File: config.mk
export PLATFORM = sky130hd
export DESIGN_NAME = as_wb_arbiter
export DESIGN_NICKNAME = d
export VERILOG_FILES = /design/src/rtl/as_pack.sv /design/src/rtl/as_wb_arbiter.sv
export SDC_FILE = /design/constraint.sdc
export NUM_CORES = 1
export LEC_CHECK = 0
export ABC_CLOCK_PERIOD_IN_PS = 2500
export CAP_MARGIN = 20
export CORE_AREA = 2 2 242 244
export CTS_CLUSTER_SIZE = 14
export DETAILED_ROUTE_END_ITERATION = 16
export DIE_AREA = 0 0 244 246
export PLACE_DENSITY_LB_ADDON = 0.12
export SYNTH_ARGS = -nofsm -noshare
export SYNTH_HDL_FRONTEND = slang
export SYNTH_SLANG_ARGS = --single-unit
File: constraint.sdc
create_clock -name clk_i -period 2.5 [get_ports clk_i]
set_clock_uncertainty 0.1 [all_clocks]
set_input_delay 0.625 -clock clk_i [delete_from_list [all_inputs] [get_ports clk_i]]
set_output_delay 0.625 -clock clk_i [all_outputs]
set_load 0.01 [all_outputs]
File: src/rtl/as_pack.sv
// Shared bus constants for the AS Wishbone fabric.
package as_pack;
  localparam int wbdSel = 8;
endpackage

File: src/rtl/as_wb_arbiter.sv
// Two-master Wishbone arbiter with round-robin grant, one IDLE cycle between
// grants, and a per-grant watchdog that pulses err when the slave stops acking.
module as_wb_arbiter #(
  parameter int addr_width     = 64,
  parameter int data_width     = 64,
  parameter int timeout_cycles = 16
) (
  input  logic                      clk_i,
  input  logic                      rst_ni,
  input  logic                      m0_cyc_i,
  input  logic                      m0_stb_i,
  input  logic                      m0_we_i,
  input  logic [addr_width-1:0]     m0_addr_i,
  input  logic [data_width-1:0]     m0_dat_i,
  input  logic [as_pack::wbdSel-1:0] m0_sel_i,
  output logic [data_width-1:0]     m0_dat_o,
  output logic                      m0_ack_o,
  output logic                      m0_err_o,
  input  logic                      m1_cyc_i,
  input  logic                      m1_stb_i,
  input  logic                      m1_we_i,
  input  logic [addr_width-1:0]     m1_addr_i,
  input  logic [data_width-1:0]     m1_dat_i,
  input  logic [as_pack::wbdSel-1:0] m1_sel_i,
  output logic [data_width-1:0]     m1_dat_o,
  output logic                      m1_ack_o,
  output logic                      m1_err_o,
  output logic                      s_cyc_o,
  output logic                      s_stb_o,
  output logic                      s_we_o,
  output logic [addr_width-1:0]     s_addr_o,
  output logic [data_width-1:0]     s_dat_o,
  output logic [as_pack::wbdSel-1:0] s_sel_o,
  input  logic [data_width-1:0]     s_dat_i,
  input  logic                      s_ack_i,
  output logic [1:0]                gnt_o
);

  // State encoding doubles as the one-hot grant vector.
  typedef enum logic [1:0] {
    IDLE = 2'b00,
    GNT0 = 2'b01,
    GNT1 = 2'b10
  } state_t;

  localparam logic [7:0] WD_LAST = 8'(timeout_cycles - 1);

  state_t     state_r;
  logic       last_q;
  logic [7:0] wd_q;
  logic       m0_err_r;
  logic       m1_err_r;
  logic       gnt0_s;
  logic       gnt1_s;
  logic       strobe_s;
  logic       timeout_s;

  assign gnt0_s    = (state_r == GNT0);
  assign gnt1_s    = (state_r == GNT1);
  assign strobe_s  = (gnt0_s & m0_stb_i) | (gnt1_s & m1_stb_i);
  assign timeout_s = strobe_s & ~s_ack_i & (wd_q == WD_LAST);

  assign gnt_o    = state_r;
  assign m0_ack_o = s_ack_i & gnt0_s;
  assign m1_ack_o = s_ack_i & gnt1_s;
  assign m0_err_o = m0_err_r;
  assign m1_err_o = m1_err_r;
  assign m0_dat_o = s_dat_i;
  assign m1_dat_o = s_dat_i;

  // Slave-side mux: follows the granted master, parks at zero when idle.
  always_comb begin
    s_cyc_o  = 1'b0;
    s_stb_o  = 1'b0;
    s_we_o   = 1'b0;
    s_addr_o = '0;
    s_dat_o  = '0;
    s_sel_o  = '0;
    case (state_r)
      GNT0: begin
        s_cyc_o  = m0_cyc_i;
        s_stb_o  = m0_stb_i;
        s_we_o   = m0_we_i;
        s_addr_o = m0_addr_i;
        s_dat_o  = m0_dat_i;
        s_sel_o  = m0_sel_i;
      end
      GNT1: begin
        s_cyc_o  = m1_cyc_i;
        s_stb_o  = m1_stb_i;
        s_we_o   = m1_we_i;
        s_addr_o = m1_addr_i;
        s_dat_o  = m1_dat_i;
        s_sel_o  = m1_sel_i;
      end
      default: begin
        s_cyc_o  = 1'b0;
        s_stb_o  = 1'b0;
      end
    endcase
  end

  // Grant FSM, round-robin history, watchdog and registered err pulses.
  always_ff @(posedge clk_i or negedge rst_ni) begin
    if (!rst_ni) begin
      state_r  <= IDLE;
      last_q   <= 1'b1;
      wd_q     <= 8'd0;
      m0_err_r <= 1'b0;
      m1_err_r <= 1'b0;
    end else begin
      m0_err_r <= timeout_s & gnt0_s;
      m1_err_r <= timeout_s & gnt1_s;

      if ((state_r == IDLE) || s_ack_i || timeout_s) begin
        wd_q <= 8'd0;
      end else if (strobe_s) begin
        wd_q <= wd_q + 8'd1;
      end else begin
        wd_q <= wd_q;
      end

      case (state_r)
        IDLE: begin
          // On contention the master that was not granted last wins.
          if (m0_cyc_i && (!m1_cyc_i || last_q)) begin
            state_r <= GNT0;
            last_q  <= 1'b0;
          end else if (m1_cyc_i) begin
            state_r <= GNT1;
            last_q  <= 1'b1;
          end else begin
            state_r <= IDLE;
          end
        end
        GNT0: begin
          if (!m0_cyc_i) state_r <= IDLE;
          else           state_r <= GNT0;
        end
        GNT1: begin
          if (!m1_cyc_i) state_r <= IDLE;
          else           state_r <= GNT1;
        end
        default: state_r <= IDLE;
      endcase
    end
  end

endmodule

==> results.toml, run 1 <==
[yosys]
complex_gate_fraction_of_the_synthesized_area_pct = 30.7
ys_ff_latch = 13
synthArstFlopShare_pct = 100
synth_mux_area_share_pct = 0.266
yosys_warnings = 0
synth_cell_types = 33
synth_enable_flop_cells = 0
synthesis.area_sq_um = 3770
seq_area_frac_synth_pct = 8.67
syn-instance-count = 521
synth_fp_nets = 871
most_common_flop_cell_mapped_by_yosys = "sky130_fd_sc_hd__dfrtp_1"
synth_xor_area_share_pct = 0.232
synth_simple_gate_area_share_pct = 27.7
yosys.area_share.adder_pct = 1.66
postSynthAreaPerCell_sq_um = 7.23
main_combinational_cell_family_by_area_after_synthesis = "buffers and inverters"

[worst_setup_path]
regToRegSetupSlack_ns = 0.07
crit_fanout = 8
most_frequent_cell_on_the_critical_path = "sky130_fd_sc_hd__buf_12"
crit_path_cell_trace = "buf_6 > ha_4 > buf_12 > buf_12 > buf_16 > buf_12 > a22oi_2 > nor2b_1 > buf_2"
timing.critical_path.slowest_stage_cell = "sky130_fd_sc_hd__dfrtp_1"
reg2reg_to = "wd_q[2]"
critical_path.max_stage_delay_ns = 0.39
worstPathRequired_ns = 1.77
cell_family_with_most_cp_delay = "buffers and inverters"
critPathCaptureType = "output pin"
launch_point_of_the_worst_reg_to_reg_path = "gnt_o[1]"
sum_of_buffers_and_inverters_on_the_critical_path = 6
worstPathArrival_ns = 1.86
r2r.worst_path.cells = 11
critPathKind = "register to output pin"
startpoint_type = "register"

[floorplanning]
initial_core_util_pct = 6.57
ios = 618
core_area_sq_um = 57400
die_h_um = 246
std_cell_rows = 88
fp.dieArea_sq_um = 60000
fp.dieW_um = 244

[global_routing]
grt.met3_usage_pct = 2.88
grt_first_pass_wirelength_um = 37500
antenna_found_initial = 1
gr-total-overflow = 0
globalRouteTotalUtil_pct = 8.38
via_count_of_the_first_global_routing_pass = 5527
grt_max_degree = 37
grt.met1_usage_pct = 9.07
met2_usage_pct = 15.5
most_crowded_layer_gr = "met2"

[routing]
drt_drc_violations_left = 0
routedWlPerCell_um = 16.8
post_drt_via_cell_ratio = 3.16
detail-route-antenna-nets = 0
via_count = 5217
drt_iter0_drc = 92
routed_wirelength_um = 27800
number_of_detailed_route_iterations_in_the_first_pass = 4

[clocking]
tritoncts = "done"
clock_insertion_delay_worst_skew_ns = 0.24
tritoncts_num_sinks = 13
clk_pin_slew_ns = 0.04
cts_buffers = 3
ctsHtreeMaxLevel = 1
root_buffer = "sky130_fd_sc_hd__clkbuf_16"
cts_hold_buffers = 0
max-clock-path-buffers = 2

[finish]
area_growth_syn_to_layout_pct = 153
design_area_sq_um = 9550
finish.net_count = 1238
reg_area_sq_um = 327
multi_input_comb_area_sq_um = 3000
final.fill_count = 6570
layout.cells.non_filler = 1653
layout.cells.most_common = "sky130_fd_sc_hd__clkdlybuf4s50_1"
final_layout_size_suffix_gt1_share_pct = 45.5
most_frequent_cells_in_the_layout = "sky130_fd_sc_hd__clkdlybuf4s50_1, sky130_fd_sc_hd__nor2b_1, sky130_fd_sc_hd__buf_2"

[placed_design]
placement.cell_area_sq_um = 8650
port_buffers = 425
hpwlAfterDp_um = 20700
finalWeightedCongestion = 0.695
placedCellCount = 1612

[timing]
min_period_over_period_pct = 103
timing.final.setup_violations = 21
setup_tns_final_ns = -0.723
maxSlewViolCount = 0
clock.fmax_ghz = 0.388
final-hold-violation-count = 0
timing.final.crit_period_ns = 2.58
worst-slew-pin-transition_ns = 0.447
setup_slack_ns = -0.0804
relSlewSlack_pct = 70.2
grt_setup_unrepaired = "true"

[hold_path]
min_delay_worst_endpoint = "last_q"
hold_path_class = "register to register"
holdCritStartpoint = "last_q"
min_delay_path_depth = 2

[power_and_ir_drop]
seq_power_share_pct = 2.9
power.ir.vdd_worst_mv = 0.641
clockPowerShare_pct = 3.2
p_switching_mw = 4.09
share_comb_of_total_power_pct = 93.9
p_int_mw = 5.31
power-per-cell-area_nw_per_um2 = 984
fin_total_pwr_mw = 9.40
power_leakage_nw = 3.49
power_switching_share_pct = 43.5

[status]
failed_checks = "setup timing"
status = "finished with violations"

[flow_run]
drv.max_cap_violation_count = 0
metal layers:
layer	wire length, um	up-vias
met4	561	0
met5	0	-
met3	2570	39
li1	-	2459
met1	10400	2369
met2	14300	350
power groups by stage:
stage	sequential (mW)	combinational, mW	clock, mW
2_1_floorplan	0.280	3.25	0
3_3_place_gp	0.269	7.64	0
3_5_place_dp	0.268	7.50	0
4_1_cts	0.270	8.20	0.322
5_1_grt	0.274	9.58	0.328
6_report	0.271	8.82	0.304
stage by stage:
stage	utilization, %	worst slack [ns]	hold WS, ns
floorplan	-	0.0962	0.229
global placement	15.1	-0.316	0.428
detailed placement	15.1	-0.302	0.424
CTS	15.5	-0.105	0.431
global route	16.7	-0.177	0.439
finish	16.7	-0.0804	0.430
final cells by class:
| class | count | share of cell area [%] |
|---|---|---|
| Antenna cell | 1 | 0.0262 |
| Tap cell | 765 | 10.0 |
| Multi-Input combinational cell | 328 | 31.4 |
| Clock buffer | 4 | 0.825 |
| Sequential cell | 13 | 3.42 |
| Inverter | 3 | 0.118 |
| Timing Repair Buffer | 539 | 54.2 |
worst max path at each step:
stage	start	endpoint	slack, ns	depth (start not counted)
finish	gnt_o[1]	s_dat_o[4]	-0.08	9
global route	gnt_o[1]	s_dat_o[17]	-0.18	9
CTS	gnt_o[1]	s_addr_o[49]	-0.10	8
detailed placement	m0_dat_i[1]	s_dat_o[1]	-0.30	5
global placement	m0_dat_i[1]	s_dat_o[1]	-0.32	5
floorplan	gnt_o[0]	s_addr_o[15]	0.1	7
cells in the mapped netlist, drive strengths merged (2+ instances only):
library cell  instances  area share [%]
clkbuf               45             4.5
a22oi               139              28
or3                   4            0.66
o31ai                 2            0.40
nand3                 3            0.40
a21oi                 3            0.40
nor3b                 2            0.40
dfrtp                12             8.0
o21ai                 3            0.40
inv                   3            0.30
nand2                 2            0.20
nor2                  3            0.30
nor2b               138              23
or4                   3            0.70
nor3                  2            0.27
and2                  5            0.83
a211oi                5             1.0
buf                 132              26
ha                    5             1.7
repair_timing:
action	in CTS	in global routing
gates resized for setup	641	130
setup buffers	16	13
pin swaps	14	23
cloned	7	5
endpoints found under the setup margin	141	134
tightest hold or removal path, delay by kind of cell, from the launching register on:
family | cells | cell delay, ns
compound gates | 2 | 0.15
flops | 1 | 0.37
state kept, by name, indices dropped and copies added, names as in the netlist:
name	flops
gnt_o	2
m0_err_o	1
m1_err_o	1
last_q	1
wd_q	8
cells by family after synthesis:
logic type / Yosys count
adders and majority gates: 5
AOI/OAI and AO/OA: 155
muxes: 1
buffers and inverters: 180
and+or+nand+nor: 166
xor gates and xnor gates: 1
DFF: 13
No activity file was read; power rests on OpenSTA's default activity.
==> run 2, diff against run 1 <==
- RECOVER_POWER: not set -> 100
- SKIP_LAST_GASP: not set -> 1
==> results.toml, run 2 (synthesized netlist as in run 1, its figures left out) <==
[routing]
highest-signal-layer = "met4"
routed_wirelength_um = 28100
drt_drc_violations_left = 0
wl_met2_um = 14400
number_of_detailed_route_iterations_in_the_first_pass = 4
met3_length_um = 2560
m1WireLength_um = 10500
routedWlPerCell_um = 16.9
via_count = 5245
post_drt_via_cell_ratio = 3.16
detail-route-antenna-nets = 0
drt_iter0_drc = 104

[worst_setup_path]
critPathKind = "register to output pin"
critical_path.max_stage_delay_ns = 0.39
regToRegSetupSlack_ns = 0.01
launch_point_of_the_worst_reg_to_reg_path = "gnt_o[0]"
worstPathArrival_ns = 1.86
crit_path_start = "gnt_o[1]"
crit_path_cell_trace = "buf_6 > ha_4 > buf_12 > buf_16 > buf_8 > buf_4 > a22oi_2 > nor2b_1 > buf_2"
worstPathRequired_ns = 1.77
critPathCaptureType = "output pin"
reg2reg_to = "wd_q[7]"
crit_fanout = 7
timing.critical_path.slowest_stage_cell = "sky130_fd_sc_hd__dfrtp_1"
startpoint_type = "register"
r2r.worst_path.cells = 11

[power_and_ir_drop]
share_comb_of_total_power_pct = 94.0
fin_total_pwr_mw = 9.52
clockPowerShare_pct = 3.2
power.ir.vdd_worst_mv = 0.646
p_int_mw = 5.39
power_leakage_nw = 3.52
power_switching_share_pct = 43.4
power-per-cell-area_nw_per_um2 = 992
seq_power_share_pct = 2.8
p_switching_mw = 4.13

[finish]
finish.net_count = 1243
area_growth_syn_to_layout_pct = 155
layout.cells.most_common = "sky130_fd_sc_hd__clkdlybuf4s50_1"
registers.top_by_ff_count = "wd_q"
layout.cells.non_filler = 1658
final.fill_count = 6575
most_frequent_cells_in_the_layout = "sky130_fd_sc_hd__clkdlybuf4s50_1, sky130_fd_sc_hd__nor2b_1, sky130_fd_sc_hd__buf_2"
largest_register_ffs = 8
final_layout_size_suffix_gt1_share_pct = 44.7

[global_routing]
antenna_found_initial = 1
grt_max_degree = 37
globalRouteTotalUtil_pct = 8.35
via_count_of_the_first_global_routing_pass = 5502
gr-total-overflow = 0
grt_first_pass_wirelength_um = 37400

[floorplanning]
die_h_um = 246
initial_core_util_pct = 6.57
fp.dieArea_sq_um = 60000
core_area_sq_um = 57400
std_cell_rows = 88
fp.dieW_um = 244
ios = 618

[hold_path]
min_delay_worst_endpoint = "last_q"
min_delay_path_depth = 2
hold_path_class = "register to register"
holdCritStartpoint = "last_q"

[timing]
final-hold-violation-count = 0
setup_slack_ns = -0.0831
clock.fmax_ghz = 0.387
timing.final.crit_period_ns = 2.58
grt_setup_unrepaired = "true"
worst-slew-pin-transition_ns = 0.791
min_period_over_period_pct = 103
timing.final.setup_violations = 30
maxSlewViolCount = 0
relSlewSlack_pct = 47.2

[clocking]
cts_buffers = 3
tritoncts_num_sinks = 13
clk_pin_slew_ns = 0.04
root_buffer = "sky130_fd_sc_hd__clkbuf_16"
clock_insertion_delay_worst_skew_ns = 0.24
tritoncts = "done"
ctsHtreeMaxLevel = 1
max-clock-path-buffers = 2

[status]
status = "finished with violations"
failed_checks = "setup timing"

[placed_design]
finalWeightedCongestion = 0.695
port_buffers = 425
hpwlAfterDp_um = 20700
placedCellCount = 1612

[flow_run]
drv.max_cap_violation_count = 0
[run 2: stage by stage]
step           TNS, ns  cell area [sq um]  hold slack, ns  utilization, %  setup slack, ns
3_3_place_gp    -18.90               8650           0.428            15.1           -0.316
2_1_floorplan        0               3770           0.229               -           0.0962
5_1_grt          -7.28               9590           0.439            16.7           -0.183
6_report         -1.07               9590           0.430            16.7          -0.0831
3_5_place_dp    -16.47               8650           0.424            15.1           -0.302
4_1_cts          -3.30               8860           0.431            15.5           -0.128
[run 2: worst max-delay path: cells and delay by family (launching register included)]
kind | cells | cell delay [ns]
DFF | 1 | 0.39
adders and majority gates | 1 | 0.17
AOI/OAI and AO/OA | 1 | 0.10
buffers and inverters | 6 | 0.86
and+or+nand+nor | 1 | 0.07
[run 2: final cells by class]
class	count	area, sq um	area share [%]
diodes	1	2.50	0.0261
clock buffers	4	78.8	0.822
inverters	3	11.3	0.117
multi-input cells	328	2970	30.9
flip-flops and latches	13	327	3.40
well taps	765	957	9.98
repair buffers	544	5250	54.7
[run 2: timing repair]
action                     4_1_cts  5_1_grt
gates cloned                     7        7
setup buffers                   16       16
setup endpoints to repair      141      138
hold buffers                     0        0
gates resized for setup        606      153
pin swaps                       14       27
[run 2: power groups by stage]
stage | combinational, mW | clock (mW) | sequential [mW]
finish | 8.95 | 0.305 | 0.270
global placement | 7.64 | 0 | 0.269
global route | 9.68 | 0.328 | 0.274
floorplan | 3.25 | 0 | 0.280
CTS | 8.15 | 0.322 | 0.270
detailed placement | 7.50 | 0 | 0.268
[run 2: worst max-delay path by stage]
stage                        end  slack [ns]  depth (start not counted)
floorplan           s_addr_o[15]         0.1                          7
global placement      s_dat_o[1]       -0.32                          5
detailed placement    s_dat_o[1]       -0.30                          5
CTS                   s_dat_o[6]       -0.13                          8
global route         s_dat_o[17]       -0.18                          9
finish                s_dat_o[6]       -0.08                          9
[run 2: metal layers]
metal | GRT usage, % | vias to the layer above
met5 | 0 | -
met3 | 2.86 | 39
met1 | 9.06 | 2395
met2 | 15.4 | 347
met4 | 2.12 | 0
li1 | - | 2464
==> run 3, diff against run 2 <==
- ABC_CLOCK_PERIOD_IN_PS: 2500 -> 2900
- clock period: 2.5 -> 2.9 ns (I/O delays scaled with it)
==> results.toml, run 3 (synthesized netlist as in run 1, its figures left out) <==
[status]
status = "finished with violations"
failed_checks = "setup timing"

[timing]
setup_slack_ns = -0.00776
final-hold-violation-count = 0
maxSlewViolCount = 0
clock.fmax_ghz = 0.344
grt_setup_unrepaired = "true"
worst_hold_slack_ns = 0.430
timing.final.crit_period_ns = 2.91
relSlewSlack_pct = 55.3
timing.final.setup_violations = 1
min_period_over_period_pct = 100
setup_tns_final_ns = -0.00776
worst-slew-pin-transition_ns = 0.668

[finish]
layout.cells.most_common = "sky130_fd_sc_hd__clkdlybuf4s50_1"
finish.net_count = 1198
registers.top_by_ff_count = "wd_q"
final_layout_size_suffix_gt1_share_pct = 10.7
largest_register_ffs = 8
most_frequent_cells_in_the_layout = "sky130_fd_sc_hd__clkdlybuf4s50_1, sky130_fd_sc_hd__nor2b_1, sky130_fd_sc_hd__a22oi_1"
area_growth_syn_to_layout_pct = 138
finalCoreUtilization_pct = 15.6

[global_routing]
gr-total-overflow = 0
globalRouteTotalUtil_pct = 7.64
grt_max_degree = 32
grt_first_pass_wirelength_um = 34900
antenna_found_initial = 0
via_count_of_the_first_global_routing_pass = 5419

[clocking]
cts_buffers = 3
clock_insertion_delay_worst_skew_ns = 0.24
tritoncts_num_sinks = 13
tritoncts = "done"
max-clock-path-buffers = 2
clk_pin_slew_ns = 0.04
cts_hold_buffers = 0
root_buffer = "sky130_fd_sc_hd__clkbuf_16"
ctsHtreeMaxLevel = 1

[routing]
via_count = 4996
drt_drc_violations_left = 0
routedWlPerCell_um = 15.5
drt_iter0_drc = 132
post_drt_via_cell_ratio = 3.10
detail-route-antenna-nets = 0
number_of_detailed_route_iterations_in_the_first_pass = 4
routed_wirelength_um = 24900

[power_and_ir_drop]
power.ir.vdd_worst_mv = 0.354
fin_total_pwr_mw = 6.72
power-per-cell-area_nw_per_um2 = 749
power_leakage_nw = 4.40

[worst_setup_path]
worstPathArrival_ns = 2.08
worstPathRequired_ns = 2.08
startpoint_type = "register"
crit_fanout = 24
critPathCaptureType = "output pin"
critPathKind = "register to output pin"

[placed_design]
port_buffers = 425
finalWeightedCongestion = 0.667
dpl_worst_slack_ns = -0.117
hpwlAfterDp_um = 20300

[floorplanning]
initial_core_util_pct = 6.57
die_h_um = 246
fp.dieArea_sq_um = 60000
std_cell_rows = 88
fp.dieW_um = 244
ios = 618
core_area_sq_um = 57400

[hold_path]
hold_path_class = "register to register"

[flow_run]
drv.max_cap_violation_count = 0
run 3: what timing repair did:
item | 4_1_cts | 5_1_grt
gates resized for setup | 22 | 91
setup buffers | 1 | 3
gates cloned | 2 | 1
setup endpoints to repair | 110 | 128
pin swaps | 0 | 2
run 3: path summary, 6_finish.rpt:
check,startpoint,to,slack (ns),cells past startpoint
worst max-delay path,gnt_o[0],s_dat_o[1],-0.008,7
max in group asynchronous,rst_ni,gnt_o[1],1.41,1
min in group asynchronous,rst_ni,m1_err_o,0.86,1
worst max register to register,gnt_o[1],wd_q[4],0.54,8
worst min register to register,last_q,last_q,0.43,2
worst min-delay path,last_q,last_q,0.43,2
run 3: routing by layer:
metal | up-vias | GRT usage (%) | share of wire (%) | wire [um]
li1 | 2370 | - | - | -
met1 | 2238 | 8.04 | 37 | 9260
met2 | 350 | 14.3 | 50 | 12500
met3 | 38 | 2.96 | 11 | 2680
met4 | 0 | 1.60 | 2.0 | 500
met5 | - | 0 | 0 | 0
run 3: layout make-up:
class / instances / area [sq um]
fillers: 6540 / 48400
repair buffers: 499 / 5250
multi-input cells: 328 / 2340
well taps: 765 / 957
flip-flops and latches: 13 / 327
clock buffers: 4 / 78.8
inverters: 3 / 11.3
diodes: 1 / 2.50
run 3: per-stage QoR:
stage	cell area, sq um	cells
after CTS	8690	1608
after global placement	8520	1601
final	8970	1613
after detailed placement	8520	1601
after floorplan	3770	521
after global routing	8970	1612
run 3: where the power goes:
| group | switching, mW | total [mW] | internal (mW) |
|---|---|---|---|
| clock network | 0.0787 | 0.264 | 0.186 |
| registers | 0.0189 | 0.230 | 0.211 |
| logic | 2.78 | 6.22 | 3.45 |
run 3: worst max-delay path: stages, from the launching register on:
cell                              delay [ns]
sky130_fd_sc_hd__dfrtp_1                0.38
sky130_fd_sc_hd__buf_4                  0.16
sky130_fd_sc_hd__ha_4                   0.18
sky130_fd_sc_hd__buf_12                 0.16
sky130_fd_sc_hd__a22oi_1                0.24
sky130_fd_sc_hd__nor2b_1                0.08
sky130_fd_sc_hd__buf_4                  0.15
sky130_fd_sc_hd__clkdlybuf4s50_1        0.47
